==> src/rtl/logic_gate_pkg.sv <==
// Shared encodings for the pipelined logic-gate stage:
// function select codes and handshake buffer occupancy states.
package logic_gate_pkg;

  localparam logic [2:0] OP_NAND = 3'd0;
  localparam logic [2:0] OP_AND  = 3'd1;
  localparam logic [2:0] OP_OR   = 3'd2;
  localparam logic [2:0] OP_NOR  = 3'd3;
  localparam logic [2:0] OP_XOR  = 3'd4;
  localparam logic [2:0] OP_XNOR = 3'd5;
  localparam logic [2:0] OP_NOTA = 3'd6;
  localparam logic [2:0] OP_PASSA = 3'd7;

  typedef enum logic [1:0] {
    EMPTY = 2'd0,
    ONE   = 2'd1,
    TWO   = 2'd2
  } state_t;

endpackage

==> src/rtl/logic_gate_op.sv <==
// Combinational bitwise logic function with optional
// op-matched reduction to a single zero-extended bit.
module logic_gate_op
  import logic_gate_pkg::*;
#(
  parameter int WIDTH = 8
) (
  input  logic [WIDTH-1:0] A,
  input  logic [WIDTH-1:0] B,
  input  logic [2:0]       op,
  input  logic             reduce,
  output logic [WIDTH-1:0] result
);

  logic [WIDTH-1:0] bw;
  logic             bit_r;

  always_comb begin
    bw    = '0;
    bit_r = 1'b0;
    unique case (op)
      OP_NAND: begin
        bw    = ~A | ~B;
        bit_r = ~&(A & B);
      end
      OP_AND: begin
        bw    = A & B;
        bit_r = &(A & B);
      end
      OP_OR: begin
        bw    = A | B;
        bit_r = |(A | B);
      end
      OP_NOR: begin
        bw    = ~(A | B);
        bit_r = ~|(A | B);
      end
      OP_XOR: begin
        bw    = A ^ B;
        bit_r = ^(A ^ B);
      end
      OP_XNOR: begin
        bw    = ~(A ^ B);
        bit_r = ~^(A ^ B);
      end
      OP_NOTA: begin
        bw    = ~A;
        bit_r = &(~A);
      end
      OP_PASSA: begin
        bw    = A;
        bit_r = &A;
      end
    endcase
    result = reduce ? WIDTH'(bit_r) : bw;
  end

endmodule

==> src/rtl/logic_gate_pipe.sv <==
// Registered logic stage with valid/ready on both sides and a
// two-entry main/skid buffer so in_ready never depends on out_ready.
module logic_gate_pipe
  import logic_gate_pkg::*;
#(
  parameter int WIDTH = 8,
  parameter int CNT_W = 16
) (
  input  logic             clk,
  input  logic             reset,
  input  logic             in_valid,
  output logic             in_ready,
  input  logic [WIDTH-1:0] A,
  input  logic [WIDTH-1:0] B,
  input  logic [2:0]       op,
  input  logic             reduce,
  output logic             out_valid,
  input  logic             out_ready,
  output logic [WIDTH-1:0] O,
  output logic [CNT_W-1:0] count
);

  state_t           state;
  state_t           state_nxt;
  logic [WIDTH-1:0] res;
  logic [WIDTH-1:0] main_q;
  logic [WIDTH-1:0] skid_q;
  logic             in_xfer;
  logic             out_xfer;
  logic             load_main;
  logic             load_skid;
  logic             skid_to_main;

  logic_gate_op #(.WIDTH(WIDTH)) u_op (
    .A      (A),
    .B      (B),
    .op     (op),
    .reduce (reduce),
    .result (res)
  );

  assign in_ready  = (state != TWO);
  assign out_valid = (state != EMPTY);
  assign O         = main_q;
  assign in_xfer   = in_valid && in_ready;
  assign out_xfer  = out_valid && out_ready;

  always_ff @(posedge clk) begin
    if (reset) state <= EMPTY;
    else       state <= state_nxt;
  end

  always_comb begin
    state_nxt    = state;
    load_main    = 1'b0;
    load_skid    = 1'b0;
    skid_to_main = 1'b0;
    unique case (state)
      EMPTY: begin
        if (in_xfer) begin
          state_nxt = ONE;
          load_main = 1'b1;
        end
      end
      ONE: begin
        if (in_xfer && out_xfer) begin
          load_main = 1'b1;
        end else if (in_xfer) begin
          state_nxt = TWO;
          load_skid = 1'b1;
        end else if (out_xfer) begin
          state_nxt = EMPTY;
        end
      end
      TWO: begin
        if (out_xfer) begin
          state_nxt    = ONE;
          skid_to_main = 1'b1;
        end
      end
      default: state_nxt = EMPTY;
    endcase
  end

  always_ff @(posedge clk) begin
    if (reset) begin
      main_q <= '0;
      skid_q <= '0;
      count  <= '0;
    end else begin
      if (load_main)         main_q <= res;
      else if (skid_to_main) main_q <= skid_q;
      if (load_skid)         skid_q <= res;
      if (out_xfer)          count  <= count + CNT_W'(1);
    end
  end

endmodule
==> config.mk <==
export PLATFORM = sky130hd
export DESIGN_NAME = logic_gate_pipe
export DESIGN_NICKNAME = d
export VERILOG_FILES = /design/src/rtl/logic_gate_pkg.sv /design/src/rtl/logic_gate_op.sv /design/src/rtl/logic_gate_pipe.sv
export SDC_FILE = /design/constraint.sdc
export NUM_CORES = 1
export LEC_CHECK = 0
export BUFFER_PORTS_ARGS = -buffer_cell sky130_fd_sc_hd__buf_2
export CAP_MARGIN = 20
export CELL_PAD_IN_SITES_DETAIL_PLACEMENT = 0
export CELL_PAD_IN_SITES_GLOBAL_PLACEMENT = 1
export CORE_AREA = 2 2 61 106
export CTS_CLUSTER_DIAMETER = 120
export DETAILED_ROUTE_END_ITERATION = 8
export DIE_AREA = 0 0 63 108
export PLACE_DENSITY = 0.93
export SYNTH_ARGS = -nofsm -noshare
export SYNTH_HDL_FRONTEND = slang
export SYNTH_HIERARCHICAL = 1
export SYNTH_SLANG_ARGS = --single-unit
==> constraint.sdc <==
create_clock -name clk -period 2.9 [get_ports clk]
set_clock_uncertainty 0.2 [all_clocks]
set_input_delay 0.145 -clock clk [delete_from_list [all_inputs] [get_ports clk]]
set_output_delay 0.145 -clock clk [all_outputs]
set_load 0.02 [all_outputs]
# Word level (Yosys, flattened, before mapping)
# Cells that the tools add are included.
# op_classes
add_sub_neg	1
n_eq_ne	14
n_mux	18
bitwise	8
n_reduce_logical	16
# op_table
operator	count
$pmux 8 s8	1
$not 8->8	4
$mux 8	3
$reduce_and 8->1	3
$add 16x1->16 const B	1
$or 8x8->8	2
$eq 3x3->1 const B	4
$mux 2	5
$and 8x8->8	1
$ne 2x2->1 const B	4
$pmux 1 s8	1
$reduce_or 8->1	1
$reduce_xnor 8->1	1
$reduce_xor 8->1	1
$xor 8x8->8	1
$eq 3x2->1 const B	2
$mux 1	6
$pmux 2 s3	1
$reduce_and 4->1	1
$reduce_bool 2->1	2
$eq 3x1->1 const B	1
$logic_and 1x1->1	3
$logic_not 3->1	1
$ne 3x3->1 const B	1
5 further kinds	6
# word_totals
register_bits	34
input_bits	24
out_inout_bits	26
word_cells	61

# Logic depth before layout (Yosys ltp)
# depth
depth_word	6
mapped_depth	9
depth_no_buf	9

# Modules after synthesis
# The synthesis kept the hierarchy.
# modules_own_cells
mod	instances	cells_per_inst	area_each_um2
logic_gate_pipe	1	175	1500.2
logic_gate_op	1	144	999.7

# Worst setup path before layout
# Ideal clock, no wire load.
# synth_path
kind	input port to flip-flop
from	input A[6]
to	register main_q[0], in the netlist O[0]
setup_time_ps	91
arrival_time_ps	1699
slack_ps	910
stages	9
cell_sequence	inv_1 > ha_1 > xnor2_2 > xnor3_1 > xnor2_1 > nand2b_1 > a31oi_1 > nor2_1 > a311oi_1
# synth_via
elab_chain_cells	6
elab_cells_between_ends	15
classes_between	mux: 3; bitwise: 4; reduce/logical: 8
# synth_lines
element	line	source
from (decl)	logic_gate_pipe.sv:13	input logic [WIDTH-1:0] A,
$or 8x8->8 / $and 8x8->8 (equally long branches)	-	
$reduce_or 8->1 / $reduce_and 8->1 (equally long branches)	-	
$logic_not 1->1 (on tied branches)	logic_gate_op.sv:36, logic_gate_op.sv:24	
$pmux 1 s8 (*)	logic_gate_op.sv:21	unique case (op)
$mux 8 (*)	logic_gate_op.sv:55	result = reduce ? WIDTH'(bit_r) : bw;
net res[0]	logic_gate_pipe.sv:25	logic [WIDTH-1:0] res;
$mux 8 (*)	logic_gate_pipe.sv:91	if (load_main) main_q <= res;
to (signal assigned)	logic_gate_pipe.sv:91	
to (signal assigned)	logic_gate_pipe.sv:92	else if (skid_to_main) main_q <= skid_q;
to (decl)	logic_gate_pipe.sv:26	logic [WIDTH-1:0] main_q;
# The timed path passes the listed nets; every way through them passes the cells marked *.
# A chain may end at the register's enable or synchronous reset.

# Worst setup path in the final report
# layout_path
from	input A[2]
to	register main_q[0], in the netlist O[0]
# The elaborated chain is that of the path after synthesis.

==> results.md <==
* Outcome: complete, no violations
* Clk_lat worst skew at 280 ps
* Core Area at 5880 um2
* Chip width at 63 um
* Critical Path Source: A[2]
* Power share of the combinational group at between 20% and 30%
* Row count at 37
* Reg clk slew, reported paths at approximately 70 ps
* Reg2reg setup slack at 930 ps
* Worst Hold Slack at 103 ps
* Drt first pass iters at 4
* Final #Nets at 400
* Sequential group share of total power at 43.4%
* Pre-CTS WS at 562 ps
* Root buf cell: clkbuf_8
* Post-CTS Setup Repair Bufs at 0
* Synth warn at 6
* Final Setup Violations at 0
* Die area at 6800 um2
* Syn avg cell area at between 7 and 8 um2
* Fin util at 48.8%
* Hold crit path type: primary input to register
* Largest family of logic cells by synthesized area: simple AND/OR/NAND/NOR gates
* Seq. cell area at 681 um2
* Synth Instances at approximately 320
* Commonest non-fill, non-tap cells in the layout: 49 x buf_2, 39 x nor2_1, 34 x dfxtp_1
* First-pass GRT wire length at roughly 10 mm
* Type of the worst setup path: primary input to register
* Ys flop type: dfxtp_1
* Endpoint type of the worst setup path: register
* Final WL at 6.21 mm
* Slew @ Worst Pin at 617 ps
* Sequential share of the synthesized area at 27.2%
* Initial detailed-routing violation count at 172
* Via/cell ratio at 5.59
* P&R area growth vs syn at 14.7%
* Netlist cell types at 48
* Synthesis-stage register bit count at 34
* R2R cell count at 4
* WP data arrival at about 2000 ps
* Routed vias at 2449
* XOR/XNOR Fraction of Synth Area at 12.1%
* CP peak stage delay at 380 ps
* Internal power at about 0.8 mW
* # fillers at 624
* Critical Path End: O[0]$_SDFFE_PP0P_
* Worst flop-to-flop path startpoint: count[4]$_SDFFE_PP0P_
* CP required at 2900 ps
* CTS tree: yes
* Final TNS setup at 0 ps
* H-Tree Depth at 2
* Overflow after GRT at 0
* N_diodes at 0
* Startpoint types: primary input
* Max Freq at 489 MHz
* I/O pin count at 50
* Share of layout cells above drive strength 1 at between 10% and 20%
* Area leader, netlist: dfxtp_1
* Asr flop ratio synth at 0%
* Most common cell after layout, fill and taps aside: buf_2
* Syn nets at 360
* Maxcap violations at 0
* Initial antenna violation count at 0
* Sw Share at roughly 30%
* EDFF count, synth at 0
* Final setup margin at about 850 ps
* Final worst path period share at 70.6%
* Cts hold-fix bufs at 0
* Worst vdd ir at ~0.17 mV
* CTS Sinks at 34
* Critical Path Most Common Cell: xnor2_1
* Synth Area in Compound Gates at 17.5%
* Vias in the first global route at 2270
* Slowest CP cell: xnor3_1
* Unrepaired setup endpoints after global routing: no
* Relative slew margins at 58.9%
* Worst R2R End: count[13]$_SDFFE_PP0P_
* P_leak at 1.19 nW
* Chip height at 108 um
* Slew Viols, Final at 0
* Tot GR Track Use at a little under a fifth
* Synth area leaders: dfxtp_1 27%, ha_1 8.5%, xnor2_1 7.0%
* Power density cells at 397 nW/um2
* TritonCTS buffer count at 5
* Routed Antenna Nets at 0
* Period minus WS final at 2050 ps
* Worst path cell trace: buf_2 > inv_1 > ha_1 > xnor2_1 > xnor3_1 > xnor2_1 > nand2b_1 > a31oi_1 > nor2_1 > a311oi_1
* Clock Power Share at a little under a third
* CTS max path bufs at 2
* Post_cts resized at 0
* Mapped cell area at 2500 um2
* I/O Buffers at between 40 and 50
* Total Power at 1.14 mW
* Starting Density at 42.5%
* DR DRC count at 0
* Multi-input logic area at between 1500 and 2000 um2
* Multiplexer share of the synthesized area at 4.00%
* Share of the synthesized area in the top cell type at 27.2%
* Net switching power at 0.341 mW
* Adder-cell share of the synthesized area at between 8 and 9%
* Synth Area in Simple Gates at 23.2%
* Final RePlAce weighted congestion at 0.866
* HPWL Detailed at 4.70 mm
* CP Max Fanout at 5
* Final Hold Fails at 0
* Largest net degree at the start of global routing at 35
* Drt wl/cell at 14.2 um
==> critical path, delay by kind of cell <==
kind | cells | cell delay (ps)
and+or+nand+nor | 2 | 140
xor gates and xnor gates | 3 | 820
AOI/OAI and AO/OA | 2 | 430
adders and majority gates | 1 | 330
buffers and inverters | 2 | 180
==> power groups by stage <==
stage | clock, mW | sequential (mW) | combinational (mW)
2_1_floorplan | 0 | 0.514 | 0.206
3_3_place_gp | 0 | 0.504 | 0.283
3_5_place_dp | 0 | 0.504 | 0.289
4_1_cts | 0.364 | 0.494 | 0.290
5_1_grt | 0.383 | 0.496 | 0.323
6_report | 0.355 | 0.494 | 0.290
==> layer usage <==
| layer | up-vias | routed length (um) | global-route usage [%] |
|---|---|---|---|
| li1 | 1206 | - | - |
| met1 | 1148 | 2480 | 20.7 |
| met2 | 83 | 3350 | 35.6 |
| met3 | 12 | 241 | 2.19 |
| met4 | 0 | 127 | 7.62 |
| met5 | - | 0 | 0 |
==> cells by family after synthesis <==
| family | after synthesis |
|---|---|
| AOI/OAI and AO/OA | 63 |
| xor gates and xnor gates | 32 |
| adders and majority gates | 17 |
| buffers and inverters | 43 |
| DFF | 34 |
| muxes | 10 |
| and+or+nand+nor | 120 |
==> how the worst min path moves through the flow <==
stage	slack [ps]	startpoint	cells past startpoint	to
finish	100	out_ready	2	state[1]$_SDFFE_PP0P_
global route	150	out_ready	2	state[1]$_SDFFE_PP0P_
CTS	100	out_ready	2	state[1]$_SDFFE_PP0P_
detailed placement	270	O[4]$_SDFFE_PP0P_	2	O[4]$_SDFFE_PP0P_
global placement	270	O[4]$_SDFFE_PP0P_	2	O[4]$_SDFFE_PP0P_
floorplan	240	reset	2	O[1]$_SDFFE_PP0P_
==> flip-flops by register name (all words and copies together) (netlist names) <==
| register | count |
|---|---|
| skid_q | 8 |
| state | 2 |
| count | 16 |
| O | 8 |
==> cells in the mapped netlist, drive strengths merged (12+ instances only) <==
master / n
xnor2: 21
buf: 12
nand3: 13
a21oi: 12
nor2: 40
o21ai: 14
nand2: 31
dfxtp: 34
inv: 22
ha: 17
==> per-stage QoR <==
step / cell area, um2 / std cells
final: 2870 / 438
after global routing: 2870 / 438
after CTS: 2870 / 438
after detailed placement: 2780 / 430
after global placement: 2780 / 430
after floorplan: 2500 / 319
==> area by class of cell <==
cell class | instances | share of cell area, %
clock buffers | 7 | 3.01
clock inverters | 1 | 0.175
inverters | 22 | 2.88
multi-input cells | 242 | 56.9
flip-flops and latches | 34 | 23.7
well taps | 78 | 3.40
repair buffers | 54 | 9.86
No activity file was read; power rests on OpenSTA's default activity.
